### src/rtl/trigger_sequencer.sv
// -----------------------------------------------------------------------------
// trigger_sequencer
//
// Trigger controller between the trigger sources (M3 GPIO, trace match) and the
// CW trig_out pin. Once armed it waits for a rising edge on the selected
// source, waits a programmable number of cycles, then drives a pulse of
// programmable width. It also counts emitted pulses (saturating).
// Everything runs in the trace_clk domain. Configuration inputs are assumed to
// be synchronous already.
//
// Build option:
//   TRIG_SEQ_GLITCH_FILTER_EN - when defined, a source must be seen high on
//   two consecutive samples before its rising edge qualifies. This adds one
//   cycle to every latency and rejects single-cycle glitches.
//
// Parameters:
//   pDELAY_WIDTH  width of the delay value
//   pPULSE_WIDTH  width of the pulse-length value
//   pCOUNT_WIDTH  width of the trigger counter
//
// Ports:
//   trace_clk         sole clock
//   reset             synchronous, active-high
//   I_m3_trig         M3 GPIO trigger level
//   I_trace_trig      trace-match trigger level
//   I_source_sel      0 = M3, 1 = trace, 2 = M3 | trace, 3 = M3 & trace
//   I_arm             single-cycle arm request (honoured only in IDLE)
//   I_disarm          single-cycle abort, wins over everything but reset
//   I_auto_rearm      return to ARMED after each pulse
//   I_delay           cycles from qualified edge to pulse start
//   I_pulse_len       pulse length in cycles (0 acts as 1)
//   I_count_clr       clears the trigger counter
//   O_trig_out        trigger pulse (decoded from the state register)
//   O_armed           high in ARMED
//   O_busy            high in DELAY or PULSE
//   O_capture_active  high in any state except IDLE
//   O_trig_count      number of pulses emitted, saturating
// -----------------------------------------------------------------------------
module trigger_sequencer #(
    parameter int pDELAY_WIDTH = 16,
    parameter int pPULSE_WIDTH = 16,
    parameter int pCOUNT_WIDTH = 16
) (
    input  logic                    trace_clk,
    input  logic                    reset,
    input  logic                    I_m3_trig,
    input  logic                    I_trace_trig,
    input  logic [1:0]              I_source_sel,
    input  logic                    I_arm,
    input  logic                    I_disarm,
    input  logic                    I_auto_rearm,
    input  logic [pDELAY_WIDTH-1:0] I_delay,
    input  logic [pPULSE_WIDTH-1:0] I_pulse_len,
    input  logic                    I_count_clr,
    output logic                    O_trig_out,
    output logic                    O_armed,
    output logic                    O_busy,
    output logic                    O_capture_active,
    output logic [pCOUNT_WIDTH-1:0] O_trig_count
);

    // One down-counter serves both DELAY and PULSE, so size it for the wider.
    localparam int CNT_W = (pDELAY_WIDTH > pPULSE_WIDTH) ? pDELAY_WIDTH : pPULSE_WIDTH;

    localparam logic [1:0] ST_IDLE  = 2'd0;
    localparam logic [1:0] ST_ARMED = 2'd1;
    localparam logic [1:0] ST_DELAY = 2'd2;
    localparam logic [1:0] ST_PULSE = 2'd3;

    logic [1:0]              state;
    logic [1:0]              state_nxt;
    logic [CNT_W-1:0]        dcnt;
    logic [CNT_W-1:0]        dcnt_nxt;
    logic                    enter_pulse;

    // Shadow copies of the configuration, captured on the arm cycle.
    logic [pDELAY_WIDTH-1:0] sh_delay;
    logic [pPULSE_WIDTH-1:0] sh_len;
    logic [1:0]              sh_sel;
    logic                    sh_auto;

    logic [1:0]              sel_eff;
    logic                    src;
    logic                    src_d;
    logic                    qual_edge;

    logic [CNT_W-1:0]        delay_m1;
    logic [CNT_W-1:0]        len_m1;

    logic [pCOUNT_WIDTH-1:0] trig_count;

    // ------------------------------------------------------------------------
    // Source selection and edge detection
    // ------------------------------------------------------------------------
    // In IDLE the live select drives src so that src_d already reflects the
    // level of the chosen source when the arm arrives; a level that is high at
    // arm time therefore never looks like an edge. After arming, the shadow
    // copy (equal to the live value on the arm cycle) takes over.
    assign sel_eff = (state == ST_IDLE) ? I_source_sel : sh_sel;

    always_comb begin
        src = 1'b0;
        case (sel_eff)
            2'd0:    src = I_m3_trig;
            2'd1:    src = I_trace_trig;
            2'd2:    src = I_m3_trig | I_trace_trig;
            default: src = I_m3_trig & I_trace_trig;
        endcase
    end

`ifdef TRIG_SEQ_GLITCH_FILTER_EN
    logic src_dd;

    always_ff @(posedge trace_clk) begin
        if (reset) begin
            src_d  <= 1'b0;
            src_dd <= 1'b0;
        end else begin
            src_d  <= src;
            src_dd <= src_d;
        end
    end

    // Two consecutive high samples preceded by a low one.
    assign qual_edge = src & src_d & ~src_dd;
`else
    always_ff @(posedge trace_clk) begin
        if (reset) begin
            src_d <= 1'b0;
        end else begin
            src_d <= src;
        end
    end

    assign qual_edge = src & ~src_d;
`endif

    // ------------------------------------------------------------------------
    // Counter reload values
    // ------------------------------------------------------------------------
    // delay_m1 is only used when sh_delay != 0, so the wrap at 0 is harmless.
    assign delay_m1 = CNT_W'(sh_delay) - CNT_W'(1);
    // A zero pulse length behaves as one cycle.
    assign len_m1   = (sh_len == '0) ? '0 : (CNT_W'(sh_len) - CNT_W'(1));

    // ------------------------------------------------------------------------
    // Next-state logic
    // ------------------------------------------------------------------------
    always_comb begin
        state_nxt   = state;
        dcnt_nxt    = dcnt;
        enter_pulse = 1'b0;

        case (state)
            ST_IDLE: begin
                if (I_arm) begin
                    state_nxt = ST_ARMED;
                end
            end

            ST_ARMED: begin
                if (qual_edge) begin
                    if (sh_delay == '0) begin
                        state_nxt   = ST_PULSE;
                        dcnt_nxt    = len_m1;
                        enter_pulse = 1'b1;
                    end else begin
                        state_nxt   = ST_DELAY;
                        dcnt_nxt    = delay_m1;
                    end
                end
            end

            ST_DELAY: begin
                if (dcnt == '0) begin
                    state_nxt   = ST_PULSE;
                    dcnt_nxt    = len_m1;
                    enter_pulse = 1'b1;
                end else begin
                    dcnt_nxt    = dcnt - CNT_W'(1);
                end
            end

            default: begin // ST_PULSE
                if (dcnt == '0) begin
                    state_nxt = sh_auto ? ST_ARMED : ST_IDLE;
                end else begin
                    dcnt_nxt  = dcnt - CNT_W'(1);
                end
            end
        endcase

        // Abort overrides any transition, including a pending pulse entry.
        if (I_disarm) begin
            state_nxt   = ST_IDLE;
            enter_pulse = 1'b0;
        end
    end

    // ------------------------------------------------------------------------
    // State, down-counter and shadow registers
    // ------------------------------------------------------------------------
    always_ff @(posedge trace_clk) begin
        if (reset) begin
            state    <= ST_IDLE;
            dcnt     <= '0;
            sh_delay <= '0;
            sh_len   <= '0;
            sh_sel   <= '0;
            sh_auto  <= 1'b0;
        end else begin
            state <= state_nxt;
            dcnt  <= dcnt_nxt;
            // Capture configuration only on an accepted arm.
            if ((state == ST_IDLE) && (state_nxt == ST_ARMED)) begin
                sh_delay <= I_delay;
                sh_len   <= I_pulse_len;
                sh_sel   <= I_source_sel;
                sh_auto  <= I_auto_rearm;
            end
        end
    end

    // ------------------------------------------------------------------------
    // Trigger counter: clear beats increment, increment saturates.
    // ------------------------------------------------------------------------
    always_ff @(posedge trace_clk) begin
        if (reset) begin
            trig_count <= '0;
        end else if (I_count_clr) begin
            trig_count <= '0;
        end else if (enter_pulse && (trig_count != '1)) begin
            trig_count <= trig_count + pCOUNT_WIDTH'(1);
        end
    end

    // ------------------------------------------------------------------------
    // Outputs, all decoded from registers
    // ------------------------------------------------------------------------
    assign O_trig_out       = (state == ST_PULSE);
    assign O_armed          = (state == ST_ARMED);
    assign O_busy           = (state == ST_DELAY) || (state == ST_PULSE);
    assign O_capture_active = (state != ST_IDLE);
    assign O_trig_count     = trig_count;

endmodule

### config.mk
export PLATFORM = sky130hd
export DESIGN_NAME = trigger_sequencer
export DESIGN_NICKNAME = d
export VERILOG_FILES = /design/src/rtl/trigger_sequencer.sv
export SDC_FILE = /design/constraint.sdc
export NUM_CORES = 1
export LEC_CHECK = 0
export CORE_ASPECT_RATIO = 1.1
export CORE_MARGIN = 2
export CORE_UTILIZATION = 30
export CTS_BUF_LIST = sky130_fd_sc_hd__clkbuf_8
export DETAILED_ROUTE_END_ITERATION = 12
export PLACE_DENSITY = 0.6
export SYNTH_ARGS = -nofsm -noshare
export SYNTH_HDL_FRONTEND = slang
export SYNTH_SLANG_ARGS = --single-unit
### constraint.sdc
create_clock -name trace_clk -period 7.35 [get_ports trace_clk]
set_clock_uncertainty 0.1 [all_clocks]
set_input_delay 1.47 -clock trace_clk [delete_from_list [all_inputs] [get_ports trace_clk]]
set_output_delay 1.47 -clock trace_clk [all_outputs]
set_load 0.1 [all_outputs]
# Word level (Yosys, flattened, before mapping)
# Cells that the tools add are included.
# totals
regBits	70
in_bits	42
# classes
add_sub_neg	4
eq_ne	9
muxes	21
bitwise_logic	5
reduce_logical	11
# op_table
op	n
2-to-1 mux 16 bit	5
zero test 16 bit	3
case mux 16 bit (3 select lines)	1
subtractor 16 x 1 -> 16 bit (second input constant)	3
adder 16 x 1 -> 16 bit (second input constant)	1
inequality test 16 bit (second input constant)	1
2-to-1 mux 2 bit	6
equality test 2 x 1 -> 1 bit (second input constant)	3
equality test 2 bit (second input constant)	3
2-to-1 mux 1 bit	6
case mux 2 bit (3 select lines)	1
zero test 2 bit	2
inequality test 3 x 2 -> 1 bit (second input constant)	1
case mux 1 bit (3 select lines)	1
AND reduction 3 bit	1
AND 1 bit	2
logical AND 1 bit	2
inequality test 2 x 1 -> 1 bit (second input constant)	1
inverter 1 bit	2
case mux 1 bit (2 select lines)	1
nonzero test 2 bit	1
OR reduction 2 bit	1
logical OR 1 bit	1
bitwise OR 1 bit	1

# Longest topological paths before layout
# Gate-level depths: netlist (run 1).
# logic_depth
depth_word	10
ltp_mapped	11

# Worst setup path after synthesis (run 1)
# No wires, ideal clock.
# synth_path
kind	reg-to-output
start	register state[0]
end	output O_busy
t_arrival_ns	2.015
setup_slack_ns	3.765
path_stages_with_launch	4
path_buffers	0
cell_sequence	dfxtp_1 > ha_1 > nor2_1 > inv_1
# synth_via
elab_chain_len	2
# synth_lines
item	line_no	text
start: declaration	70	logic [1:0] state;
start signal: assignment	212	state <= state_nxt;
equality test 2 bit	n/a	
named net O_trig_out	55	output logic O_trig_out,
logical OR 1 bit	242	assign O_busy = (state == ST_DELAY) || (state == ST_PULSE);
end: declaration	57	output logic O_busy,
# The timed path passes the listed nets, and every way through them passes these cells.

# Final worst setup path (run 1)
# layout_path
start	register state[0]
end	output O_capture_active
# layout_via
elab_chain_len	1
# layout_lines
item	line_no	text
nonzero test 2 bit	243	assign O_capture_active = (state != ST_IDLE);
end: declaration	58	output logic O_capture_active,
# Every way passes these cells.

==> results of run 1 <==
[state kept, by name, indices dropped and copies added, names as in the netlist]
name          cells
src_d             1
dcnt             16
sh_sel            2
state             2
sh_delay         16
O_trig_count     16
sh_len           16
sh_auto           1
[layout by cell type, fill, tap and decap left out, types with 4 or more instances in the layout]
cell,Yosys,layout
and3_1,6,6
mux2i_1,37,37
xnor2_1,15,15
or3_1,9,9
nand2b_1,74,74
nand2_1,29,29
a31oi_1,4,4
o31ai_1,6,6
xor2_1,23,23
clkdlybuf4s50_1,0,60
o32ai_1,7,7
dfxtp_1,70,70
a21oi_1,23,23
clkbuf_8,0,9
nor3_1,18,18
o22ai_1,10,10
inv_1,17,19
o21ai_0,10,10
or4_1,9,9
nor2_1,26,26
o211ai_1,4,4
a211oi_1,9,9
nor4_1,5,5
nand3_1,17,17
nand4_1,6,6
ha_1,12,12
[through the flow]
step / cell area, um^2 / hold slack (ns)
final: 5490 / 0.397
after global routing: 5490 / 0.427
after CTS: 5490 / 0.402
after detailed placement: 5290 / 0.392
after global placement: 5290 / 0.368
after floorplan: 4550 / 0.348
[worst paths after layout]
kind / from / to / slack (ns) / depth (start not counted)
max: state[0]$_SDFF_PP0_ / O_capture_active / 3.19 / 4
min: O_trig_count[4]$_SDFFE_PP0P_ / O_trig_count[4]$_SDFFE_PP0P_ / 0.40 / 2
max reg2reg: state[0]$_SDFF_PP0_ / sh_len[9]$_SDFFE_PP0P_ / 4.12 / 9
min reg2reg: O_trig_count[4]$_SDFFE_PP0P_ / O_trig_count[4]$_SDFFE_PP0P_ / 0.40 / 2
[critical path, stage by stage (launching register included)]
cell,delay [ns]
dfxtp_1,0.45
inv_1,0.12
ha_1,0.34
inv_1,0.15
clkdlybuf4s50_1,1.17
[cells by family after synthesis]
family,count (synthesis),synth area share [%]
buffers and inverters,39,4.67
adders and majority gates,12,3.30
DFF,70,30.8
AOI/OAI and AO/OA,101,15.7
muxes,37,8.13
xor gates and xnor gates,38,7.31
and+or+nand+nor,228,30.1
[power by group]
group,total (mW),leakage [nW],switching (mW),internal (mW)
Combinational,0.577,1.30,0.322,0.256
Sequential,0.462,0.569,0.0479,0.414
Clock,0.334,0.108,0.148,0.186
[layout make-up]
cell class                      count  share of cell area, %
Inverter                           17                   1.16
Timing Repair Buffer               64                   11.4
Multi-Input combinational cell    416                   53.7
Sequential cell                    70                   25.5
Tap cell                          196                   4.47
Clock inverter                      6                   1.46
Clock buffer                        9                   2.26
[routing by layer]
metal  vias to the layer above  track usage, %  part of all wire (%)
li1                       2008               -                     -
met1                      1908            18.6                    45
met2                       119            22.7                    46
met3                        26            4.41                   5.3
met4                         0            6.13                   3.4
met5                         -               0                     0
==> impl_metrics.py, run 1 <==
metrics = {
    "sta": {
        "max_freq_mhz": 240,
        "rsz0062_at_grt": "false",
        "min_period_over_period_pct": 56.7,
        "tightest_slew_ns": 1.09,
        "maxSlewViolCount": 0,
        "tns_ns": 0,
        "setup_viol": 0,
        "fin_crit_ns": 4.16,
        "slew_headroom_pct": 27.1,
        "setup_slack_ns": 3.19,
        "hold_viol": 0,
    },
    "synthesis": {
        "synth_top_cells_by_count": "nand2b_1 (74), dfxtp_1 (70), mux2i_1 (37)",
        "synthFlopType": "dfxtp_1",
        "synth_seq_cells": 70,
        "syn_area_mm2": 0.00455,
        "ys_seq_area_share_pct": 30.8,
        "syn-mean-instance-area_um2": 8.67,
        "ys_types": 63,
        "synth_cells": 525,
        "async_reset_ff_share_pct": 0,
        "synth.top_cell.area_share_pct": 30.8,
        "synth_edf_count": 0,
        "synth_fp_nets": 579,
        "synth_warnings": 0,
        "synthTopCellsByArea": "dfxtp_1 (31%), nand2b_1 (10%), mux2i_1 (8.1%)",
        "synth_most_common_cell": "nand2b_1",
        "synth_largest_area_cell": "dfxtp_1",
    },
    "die": {
        "rows": 47,
        "die_h_um": 133,
        "core_mm2": 0.0149,
        "start_util_pct": 30.5,
        "chipWidth_um": 121,
        "die-area_mm2": 0.0162,
        "ioPinCount": 62,
    },
    "placed_design": {
        "dpl.cell_count": 763,
        "gp_congestion": 0.860,
        "portBuffers": 61,
        "pre_cts_ws_ns": 3.05,
        "hpwl_mm": 8.51,
    },
    "final_layout": {
        "fin_nets": 632,
        "multi_input_area_mm2": 0.00295,
        "fillerInstances": 1557,
        "final_util_pct": 36.8,
        "drive_above_1_share_pct": 6.01,
        "antenna_cells": 0,
        "layoutNonFillerInstCount": 778,
        "register_area_mm2": 0.00140,
        "syn_to_final_growth_pct": 20.6,
    },
    "route": {
        "viasPerCell": 5.22,
        "num_vias": 4061,
        "routedWlPerCell_um": 14.7,
        "drc": 0,
        "drt_iter0_markers": 277,
        "routed_wirelength_mm": 11.5,
        "drt-pass1-iter-count": 4,
        "postRouteAntennaNets": 0,
    },
    "global_route": {
        "grt_max_degree": 93,
        "grt_pass1_vias": 3819,
        "track_usage_pct": 14.6,
        "grt_overflow_total": 0,
        "grt_first_pass_wirelength_mm": 18.9,
        "antenna_found_initial": 0,
    },
    "flow_run": {
        "maxCapViolCount": 0,
    },
    "clock_tree": {
        "cts_setup_buffers": 0,
        "clk_pin_slew_ns": 0.07,
        "numCtsBuffers": 9,
        "cts_resized": 0,
        "root_buffer": "clkbuf_8",
        "insertion_delay_ns": 0.37,
        "cts_sinks": 70,
        "cts_hold_buf": 0,
        "cts_tree": "built",
        "htreeDepth": 3,
        "clockBufferDepth": 2,
    },
    "hold_path": {
        "hold_class": "flop to flop",
    },
    "power_and_ir_drop": {
        "powerDensity_mw_per_mm2": 250,
        "finalPower_mw": 1.37,
        "leakagePower_nw": 1.98,
        "ir_drop_v": 0.000101,
    },
    "worst_setup_path": {
        "crit_fanout": 9,
        "cp.arrival_ns": 2.59,
        "cp.required_ns": 5.78,
        "critPathLaunchType": "flop",
        "worstSetupPathType": "flop to primary output",
        "endpoint_kind": "primary output",
    },
    "outcome": {
        "status": "finished clean",
    },
}
Power figures use the tool's default switching activity.
==> inputs of run 2 (changes only) <==
Settings changed: PLACE_DENSITY 0.6 to 0.62.
Clock period 7.35 ns to 3.5 ns, I/O delays scaled along.
==> run 2 against run 1 <==
Net effect:
- non-clock buffer count rose by 5
- routed wire length rose by 0.83%
- first-iteration DRC count rose by 17%
- via count fell by 0.66%
- worst hold slack got worse by 0.012 ns
- critical path depth rose by 4
- sequential share of layout area rose by 0.076 points
- clock-buffer cell count rose by 3
- sequential cell count did not move
- clock power rose by 88%
- global-route usage barely moved
- combinational power rose by 110%
- critical path type is now flop to flop
- largest cell class unchanged
- highest routed layer unchanged
==> impl_metrics.py, run 2 (synthesized netlist as in run 1, its figures left out) <==
metrics = {
    "global_route": {
        "grt_max_degree": 59,
        "track_usage_pct": 14.5,
        "grt_first_pass_wirelength_mm": 18.8,
        "antenna_found_initial": 0,
        "grt_overflow_total": 0,
        "grt_pass1_vias": 3818,
    },
    "final_layout": {
        "drive_above_1_share_pct": 10.4,
        "fillerInstances": 1569,
        "fin_nets": 637,
        "multi_input_area_mm2": 0.00295,
        "syn_to_final_growth_pct": 20.2,
        "antenna_cells": 0,
        "register_area_mm2": 0.00140,
        "mostFrequentLayoutCell": "nand2b_1",
        "most-common-layout-cells": "nand2b_1 (74), dfxtp_1 (70), clkdlybuf4s50_1 (40), mux2i_1 (37), nand2_1 (29)",
    },
    "sta": {
        "max_freq_mhz": 334,
        "setup_slack_ns": 0.506,
        "setup_viol": 0,
        "rsz0062_at_grt": "false",
        "tns_ns": 0,
        "hold_viol": 0,
        "tightest_slew_ns": 0.795,
        "fin_crit_ns": 2.99,
        "min_period_over_period_pct": 85.5,
        "slew_headroom_pct": 47.0,
        "maxSlewViolCount": 0,
    },
    "route": {
        "routedWlPerCell_um": 14.7,
        "drc": 0,
        "viasPerCell": 5.15,
        "num_vias": 4034,
        "drt-pass1-iter-count": 4,
        "postRouteAntennaNets": 0,
        "drt_iter0_markers": 325,
        "routed_wirelength_mm": 11.6,
    },
    "placed_design": {
        "gp_congestion": 0.863,
        "pre_cts_ws_ns": 0.229,
        "portBuffers": 61,
        "hpwl_mm": 8.58,
    },
    "clock_tree": {
        "numCtsBuffers": 9,
        "clk_pin_slew_ns": 0.07,
        "cts_sinks": 70,
        "cts_resized": 0,
        "insertion_delay_ns": 0.37,
        "htreeDepth": 3,
        "clockBufferDepth": 2,
        "cts_hold_buf": 0,
        "root_buffer": "clkbuf_8",
        "cts_setup_buffers": 0,
        "cts_tree": "built",
    },
    "power_and_ir_drop": {
        "leakagePower_nw": 2.04,
        "ir_drop_v": 0.000225,
        "powerDensity_mw_per_mm2": 518,
    },
    "worst_setup_path": {
        "crit_end": "O_trig_count[15]$_SDFFE_PP0P_",
        "cp.required_ns": 3.70,
        "reg2reg_to": "O_trig_count[15]$_SDFFE_PP0P_",
        "critPathLaunchType": "flop",
        "ff2ff_setup_slack_ns": 0.51,
        "crit_fanout": 13,
        "regToRegStartpoint": "state[0]$_SDFF_PP0_",
        "worstSetupPathType": "flop to flop",
        "cp.arrival_ns": 3.19,
        "crit_start": "state[0]$_SDFF_PP0_",
        "worst_r2r_path_depth": 8,
        "endpoint_kind": "flop",
    },
    "die": {
        "ioPinCount": 62,
        "start_util_pct": 30.5,
        "core_mm2": 0.0149,
        "rows": 47,
        "die-area_mm2": 0.0162,
        "chipWidth_um": 121,
        "die_h_um": 133,
    },
    "hold_path": {
        "hold_class": "flop to flop",
    },
    "outcome": {
        "status": "finished clean",
    },
    "flow_run": {
        "maxCapViolCount": 0,
    },
}
## run 2: cell types whose count changed in the layout (fill, tap and decap cells not counted)
cell             previous run  this run
bufinv_16                   2         0
clkinv_2                    1         0
clkinvlp_4                  1         2
clkbuf_8                    9        12
buf_4                       3        27
buf_12                      0         1
clkdlybuf4s50_1            60        40
## run 2: worst min path at each step
stage	start	end	slack (ns)	cells past startpoint
after floorplan	sh_auto$_SDFFE_PP0P_	sh_auto$_SDFFE_PP0P_	0.35	2
after global routing	sh_sel[1]$_SDFFE_PP0P_	sh_sel[1]$_SDFFE_PP0P_	0.43	2
after detailed placement	O_trig_count[4]$_SDFFE_PP0P_	O_trig_count[4]$_SDFFE_PP0P_	0.38	2
final	O_trig_count[4]$_SDFFE_PP0P_	O_trig_count[4]$_SDFFE_PP0P_	0.38	2
after global placement	O_trig_count[4]$_SDFFE_PP0P_	O_trig_count[4]$_SDFFE_PP0P_	0.37	2
after CTS	O_trig_count[4]$_SDFFE_PP0P_	O_trig_count[4]$_SDFFE_PP0P_	0.39	2
## run 2: cell type report
| cell class | instances | share of cell area [%] |
|---|---|---|
| flip-flops and latches | 70 | 25.6 |
| inverters | 17 | 1.17 |
| clock inverters | 4 | 0.411 |
| repair buffers | 69 | 11.5 |
| multi-input cells | 416 | 53.9 |
| clock buffers | 12 | 3.02 |
| well taps | 196 | 4.48 |
## run 2: routing by layer
| layer | vias up | wire length (um) | GRT usage (%) |
|---|---|---|---|
| met2 | 94 | 5410 | 23.8 |
| met4 | 0 | 257 | 4.41 |
| met5 | - | 0 | 0 |
| li1 | 2024 | - | - |
| met1 | 1901 | 5290 | 18.2 |
| met3 | 15 | 592 | 4.58 |
## run 2: through the flow
step / instances / util [%] / hold slack (ns) / power (mW) / area, um^2
2_1_floorplan: 525 / - / 0.348 / 1.92 / 4550
3_3_place_gp: 768 / 35.4 / 0.366 / 2.20 / 5290
3_5_place_dp: 768 / 35.4 / 0.378 / 2.21 / 5290
4_1_cts: 784 / 36.6 / 0.388 / 2.85 / 5470
5_1_grt: 784 / 36.6 / 0.427 / 3.03 / 5470
6_report: 784 / 36.6 / 0.384 / 2.84 / 5470
## run 2: worst max-delay path, cell delays in order, from the launching register on
cell and delay, ns:
dfxtp_1 0.37, inv_1 0.13, ha_1 0.38, mux2i_1 0.23
o21ai_1 0.20, a2111oi_4 0.42, o2111ai_2 0.33, or4_1 0.60
a21oi_1 0.14
## run 2: report_power, final
part           internal [mW]  switching [mW]  leakage [nW]
logic                  0.555           0.685          1.37
registers              0.869          0.0989         0.569
clock network          0.310           0.319        0.0972
total                   1.73            1.10          2.04
